`config.mk`:
```
export PLATFORM = sky130hd
export DESIGN_NAME = score_ram_arbiter
export DESIGN_NICKNAME = d
export VERILOG_FILES = /design/src/rtl/score_ram_arbiter.sv
export SDC_FILE = /design/constraint.sdc
export NUM_CORES = 1
export LEC_CHECK = 0
export BUFFER_PORTS_ARGS = -buffer_cell sky130_fd_sc_hd__buf_2
export CORE_UTILIZATION = 30
export CTS_CLUSTER_SIZE = 16
export DETAILED_ROUTE_END_ITERATION = 8
export GPL_TIMING_DRIVEN = 0
export HOLD_SLACK_MARGIN = 0.08
export PLACE_DENSITY = 0.57
export SETUP_SLACK_MARGIN = 0.4
export SLEW_MARGIN = 20
export SYNTH_ARGS = -nofsm -noshare
export SYNTH_HDL_FRONTEND = slang
export SYNTH_SLANG_ARGS = --single-unit
export TNS_END_PERCENT = 1
```
`constraint.sdc`:
```
create_clock -name Clock -period 2.5 [get_ports Clock]
set_clock_uncertainty 0.2 [all_clocks]
set_input_delay 0.125 -clock Clock [delete_from_list [all_inputs] [get_ports Clock]]
set_output_delay 0.125 -clock Clock [all_outputs]
set_load 0.02 [all_outputs]
```
`src/rtl/score_ram_arbiter.sv`:
```
// -----------------------------------------------------------------------------
// score_ram_arbiter
//
// Shares the single-port score RAM between the game-over score writer, the
// score-view reader and a clear-all request. Each access is a level
// request / one-cycle completion pulse handshake. The block also owns the
// ring-buffer write pointer, the stored-score count and the running high score.
//
// Ports
//   Clock        system clock, rising edge
//   reset        asynchronous, active-low reset
//   wr_req       level request to store wr_score
//   wr_score     score to store, sampled at grant
//   wr_ack       one-cycle write completion
//   rd_req       level request to read slot rd_index
//   rd_index     slot to read, sampled at grant
//   rd_valid     one-cycle pulse, rd_data valid
//   rd_data      read result, held until the next read completes
//   clr_req      level request to zero all slots and statistics
//   clr_done     one-cycle clear completion
//   ram_addr     RAM address (RAM registers it, one-cycle read latency)
//   ram_wdata    RAM write data
//   ram_we       RAM write enable
//   ram_rdata    RAM read data, valid the cycle after the address cycle
//   next_slot    next ring-buffer write slot
//   score_count  number of valid slots, saturating at DEPTH
//   high_score   largest score written since reset or last clear
//   busy         arbiter is servicing a transaction
// -----------------------------------------------------------------------------
module score_ram_arbiter #(
  parameter int ADDR_WIDTH = 9,
  parameter int DEPTH      = 512,
  parameter int DATA_WIDTH = 32
) (
  input  logic                  Clock,
  input  logic                  reset,
  input  logic                  wr_req,
  input  logic [DATA_WIDTH-1:0] wr_score,
  output logic                  wr_ack,
  input  logic                  rd_req,
  input  logic [ADDR_WIDTH-1:0] rd_index,
  output logic                  rd_valid,
  output logic [DATA_WIDTH-1:0] rd_data,
  input  logic                  clr_req,
  output logic                  clr_done,
  output logic [ADDR_WIDTH-1:0] ram_addr,
  output logic [DATA_WIDTH-1:0] ram_wdata,
  output logic                  ram_we,
  input  logic [DATA_WIDTH-1:0] ram_rdata,
  output logic [ADDR_WIDTH-1:0] next_slot,
  output logic [ADDR_WIDTH:0]   score_count,
  output logic [DATA_WIDTH-1:0] high_score,
  output logic                  busy
);

  localparam logic [2:0] ST_IDLE     = 3'd0;
  localparam logic [2:0] ST_WRITE    = 3'd1;
  localparam logic [2:0] ST_RD_ADDR  = 3'd2;
  localparam logic [2:0] ST_RD_WAIT  = 3'd3;
  localparam logic [2:0] ST_RD_DONE  = 3'd4;
  localparam logic [2:0] ST_CLEAR    = 3'd5;
  localparam logic [2:0] ST_CLR_DONE = 3'd6;

  localparam logic [ADDR_WIDTH:0]   CNT_MAX   = (ADDR_WIDTH+1)'(DEPTH);
  localparam logic [ADDR_WIDTH:0]   CNT_ONE   = (ADDR_WIDTH+1)'(1);
  localparam logic [ADDR_WIDTH-1:0] ADDR_ONE  = ADDR_WIDTH'(1);
  localparam logic [ADDR_WIDTH-1:0] ADDR_LAST = ADDR_WIDTH'(DEPTH-1);

  // Count of valid slots stops at DEPTH once the ring starts overwriting.
  function automatic logic [ADDR_WIDTH:0] count_sat_inc(input logic [ADDR_WIDTH:0] c);
    return (c == CNT_MAX) ? c : c + CNT_ONE;
  endfunction

  // Unsigned strict max: an equal score leaves the high score untouched.
  function automatic logic [DATA_WIDTH-1:0] high_update(
    input logic [DATA_WIDTH-1:0] cur,
    input logic [DATA_WIDTH-1:0] cand
  );
    return (cand > cur) ? cand : cur;
  endfunction

  logic [2:0]            state;
  logic [ADDR_WIDTH-1:0] clr_cnt;
  logic [DATA_WIDTH-1:0] wr_score_q;
  logic [ADDR_WIDTH-1:0] rd_index_q;
  logic                  rd_oob;

  // Slots at or beyond the stored count hold stale data and read back as zero.
  assign rd_oob = ({1'b0, rd_index_q} >= score_count);

  // ---- grant / control stage ----
  always_ff @(posedge Clock or negedge reset) begin
    if (!reset) begin
      state       <= ST_IDLE;
      clr_cnt     <= '0;
      next_slot   <= '0;
      score_count <= '0;
      high_score  <= '0;
      rd_data     <= '0;
    end else begin
      case (state)
        ST_IDLE: begin
          if (clr_req) begin
            state   <= ST_CLEAR;
            clr_cnt <= '0;
          end else if (wr_req) begin
            state <= ST_WRITE;
          end else if (rd_req) begin
            state <= ST_RD_ADDR;
          end
        end
        ST_WRITE: begin
          next_slot   <= next_slot + ADDR_ONE;
          score_count <= count_sat_inc(score_count);
          high_score  <= high_update(high_score, wr_score_q);
          state       <= ST_IDLE;
        end
        ST_RD_ADDR: state <= ST_RD_WAIT;
        ST_RD_WAIT: begin
          rd_data <= rd_oob ? '0 : ram_rdata;
          state   <= ST_RD_DONE;
        end
        ST_RD_DONE: state <= ST_IDLE;
        ST_CLEAR: begin
          if (clr_cnt == ADDR_LAST) begin
            state <= ST_CLR_DONE;
          end else begin
            clr_cnt <= clr_cnt + ADDR_ONE;
          end
        end
        ST_CLR_DONE: begin
          next_slot   <= '0;
          score_count <= '0;
          high_score  <= '0;
          state       <= ST_IDLE;
        end
        default: state <= ST_IDLE;
      endcase
    end
  end

  // ---- request operand capture ----
  // Operands are captured every IDLE cycle; the value held at the grant edge
  // is the one used by the transaction that follows.
  always_ff @(posedge Clock) begin
    if (state == ST_IDLE) begin
      wr_score_q <= wr_score;
      rd_index_q <= rd_index;
    end
  end

  // ---- RAM port and status outputs ----
  always_comb begin
    ram_addr  = '0;
    ram_wdata = '0;
    ram_we    = 1'b0;
    wr_ack    = 1'b0;
    rd_valid  = 1'b0;
    clr_done  = 1'b0;
    case (state)
      ST_WRITE: begin
        ram_we    = 1'b1;
        ram_addr  = next_slot;
        ram_wdata = wr_score_q;
        wr_ack    = 1'b1;
      end
      ST_RD_ADDR:  ram_addr = rd_index_q;
      ST_RD_DONE:  rd_valid = 1'b1;
      ST_CLEAR: begin
        ram_we   = 1'b1;
        ram_addr = clr_cnt;
      end
      ST_CLR_DONE: clr_done = 1'b1;
      default: ;
    endcase
  end

  assign busy = (state != ST_IDLE);

endmodule

```
==> out/qor.yml <==
synthesis:
  yosys.area_share.simple_pct: 13.12
  syn_inst: 584
  ys_types: 54
  synth_top_family_by_area: "simple AND/OR/NAND/NOR gates"
  synth-main-ff-cell: "dfrtp_1"
  avgSynthCellArea_um2: 11.71
  muxShareOfSynthArea_pct: 8.474
  synth_compound_area_share_pct: 11.22
  synthAdderAreaFrac_pct: 8.419
  synth_area_mm2: 0.006837
  synth-edff-count: 41
  syn-num-nets: 708
  yosysSeqAreaShare_pct: 52.78
  async_reset_ff_share_pct: 69.85
  yosys_warnings: 0
  synth_xor_area_share_pct: 1.281
  ys_seq_elements: 136
layout:
  final_cell_mix: "165 x buf_2, 79 x dlygate4sd3_1, 73 x dfrtp_1, 48 x nor2_1, 44 x buf_6"
  syn2layout_area_growth_pct: 54.03
  fillers: 2016
  final_common_cell: "buf_2"
  nets: 1020
  final_cell_area_mm2: 0.01053
  diodes: 0
  postLayoutCoreUtil_pct: 47.66
  final_layout_size_suffix_gt1_share_pct: 44.66
timing:
  setup_viol: 30
  relSlewSlack_pct: 66.16
  setup_tns_ns: -4.023
  whs_ns: 0.1974
  rsz0062_at_grt: "true"
  slew_violations: 0
  final.min_clock_period_ns: 2.645
  worst_pin_slew_ns: 0.5010
  max_freq_mhz: 378.1
  period_share_pct: 105.8
  hold_viol: 0
  worst_slack_ns: -0.1445
clocking:
  clock-sinks: 136
  insertion_delay_ns: 0.43
  cts_max_level: 4
  cts-root-buf: "clkbuf_16"
  clkTransAtPathRegs_ns: 0.07
  cts_tree: "yes"
  cts_buffers: 17
  clock_path_buffers: 2
placed_design:
  place_hpwl_mm: 12.96
  numPortBuffers: 206
  place_area_mm2: 0.008428
  place_congestion: 0.7626
  post-place-ws_ns: -0.2965
flow_run:
  cap_violations: 0
drt:
  num_vias: 5499
  wl_mm: 18.89
  wl_per_cell_um: 15.89
  drt_iter0_markers: 289
  ant_nets: 0
  vias_per_cell: 4.625
  drt_first_pass_iters: 4
  drc: 0
worst_setup_path:
  cp-start-kind: "register"
  worstPathArrival_ns: 2.75
  crit_fanout: 10
  worstPathRequired_ns: 2.60
  cp-end-kind: "register"
  critPathKind: "reg2reg"
pwr:
  p_leak_nw: 4.961
  ir_drop_mv: 0.6196
  p_per_area_mw_per_mm2: 1241
global_routing:
  grt_max_degree: 66
  grt_pass1_vias: 5637
  grt_pass1_wl_mm: 29.84
  overflow: 0
  track_usage_pct: 16.48
  antenna_found_initial: 0
hold_path:
  hold_path.class: "in2reg"
die:
  initial_core_util_pct: 30.94
  dieArea_mm2: 0.02340
  dieHeight_um: 153.0
  core_region_area_mm2: 0.02209
  ios: 207
  die_width_um: 153.0
  rows: 54
status:
  status: "finished, violations left"
  violations: "negative setup slack"
-- cells by family (layout without fill, tap and decap cells) --
family,after synthesis,after routing
xor+xnor,10,10
buf+inv,70,395
simple gates,170,170
mux,43,43
fa+ha+maj,46,46
flops,136,136
compound gates,109,109
-- registers in the layout (all words and copies together) (netlist names) --
signal,cells
high_score,32
rd_data,32
wr_score_q,32
score_count,10
clr_cnt,9
next_slot,9
rd_index_q,9
state,3
-- final timing paths --
path / slack, ns / cells after the start / startpoint / endpoint
worst min-delay path: 0.20 / 2 / wr_score[14] / wr_score_q[14]$_DFFE_PP_
max in group asynchronous: 1.16 / 4 / reset / high_score[1]$_DFFE_PN0P_
worst min register to register: 0.30 / 1 / rd_data[3]$_DFFE_PN0N_ / rd_data[3]$_DFFE_PN0N_
worst max-delay path: -0.14 / 9 / wr_score_q[26]$_DFFE_PP_ / high_score[9]$_DFFE_PN0P_
min in group asynchronous: 0.56 / 4 / reset / rd_data[21]$_DFFE_PN0N_
worst max register to register: -0.14 / 9 / wr_score_q[26]$_DFFE_PP_ / high_score[9]$_DFFE_PN0P_
-- power by group --
| group | leakage (nW) | internal [W] | switching (W) |
|---|---|---|---|
| clock | 0.282 | 0.00150 | 0.00106 |
| sequential | 1.59 | 0.00323 | 0.000637 |
| combinational | 3.09 | 0.00320 | 0.00344 |
| total | 4.96 | 0.00792 | 0.00514 |
-- synth_stat cells (12+ instances only) --
master / n / area (um^2)
o21ai_0: 27 / 135.1
ha_1: 46 / 575.6
inv_1: 43 / 161.4
a22o_1: 35 / 306.5
a21oi_1: 21 / 105.1
and2_1: 31 / 193.9
mux2_4: 29 / 435.4
nand4_1: 13 / 81.33
edfxtp_1: 41 / 1231
nand2_1: 24 / 90.09
dfrtp_1: 95 / 2377
nor2_1: 50 / 187.7
nand3_1: 15 / 75.07
clkbuf_1: 12 / 45.04
-- what timing repair did --
action / in CTS / in global routing
cloned: 0 / 0
resized for setup: 167 / 33
setup endpoints to repair: 134 / 118
setup buffers: 5 / 1
hold buffers: 80 / 0
pin swaps: 58 / 43
endpoints found under the hold margin: 177 / 0
-- critical path, stage by stage (launching register included) --
cell      delay [ns]
edfxtp_1        0.44
ha_4            0.30
nand4_1         0.15
or2_4           0.30
or3_4           0.32
nand4_1         0.15
o21ai_4         0.09
buf_12          0.15
buf_12          0.14
mux2_4          0.29
-- area by class of cell --
class                   count  area, um^2  area share, %
multi-input cells         378        3241          30.77
well taps                 280       350.3          3.327
repair buffers            293        2175          20.65
inverters                  46       214.0          2.032
plain buffers              24       319.1          3.030
clock inverters            14       166.4          1.580
clock buffers              18       429.2          4.076
flip-flops and latches    136        3636          34.53
-- metrics by stage --
stage | power (W) | std cells
2_1_floorplan | 0.007756 | 584
3_3_place_gp | 0.009463 | 1070
3_5_place_dp | 0.009535 | 1071
4_1_cts | 0.01313 | 1188
5_1_grt | 0.01390 | 1189
6_report | 0.01306 | 1189
-- per-layer routing --
layer  share of wire [%]  wire length [um]  track usage, %
met1                  44              8283           20.01
met2                  50              9455           28.33
met3                 4.2               797           4.054
met4                 1.9               358           5.868
met5                   0                 0               0
(Power assumes the default switching activity.)
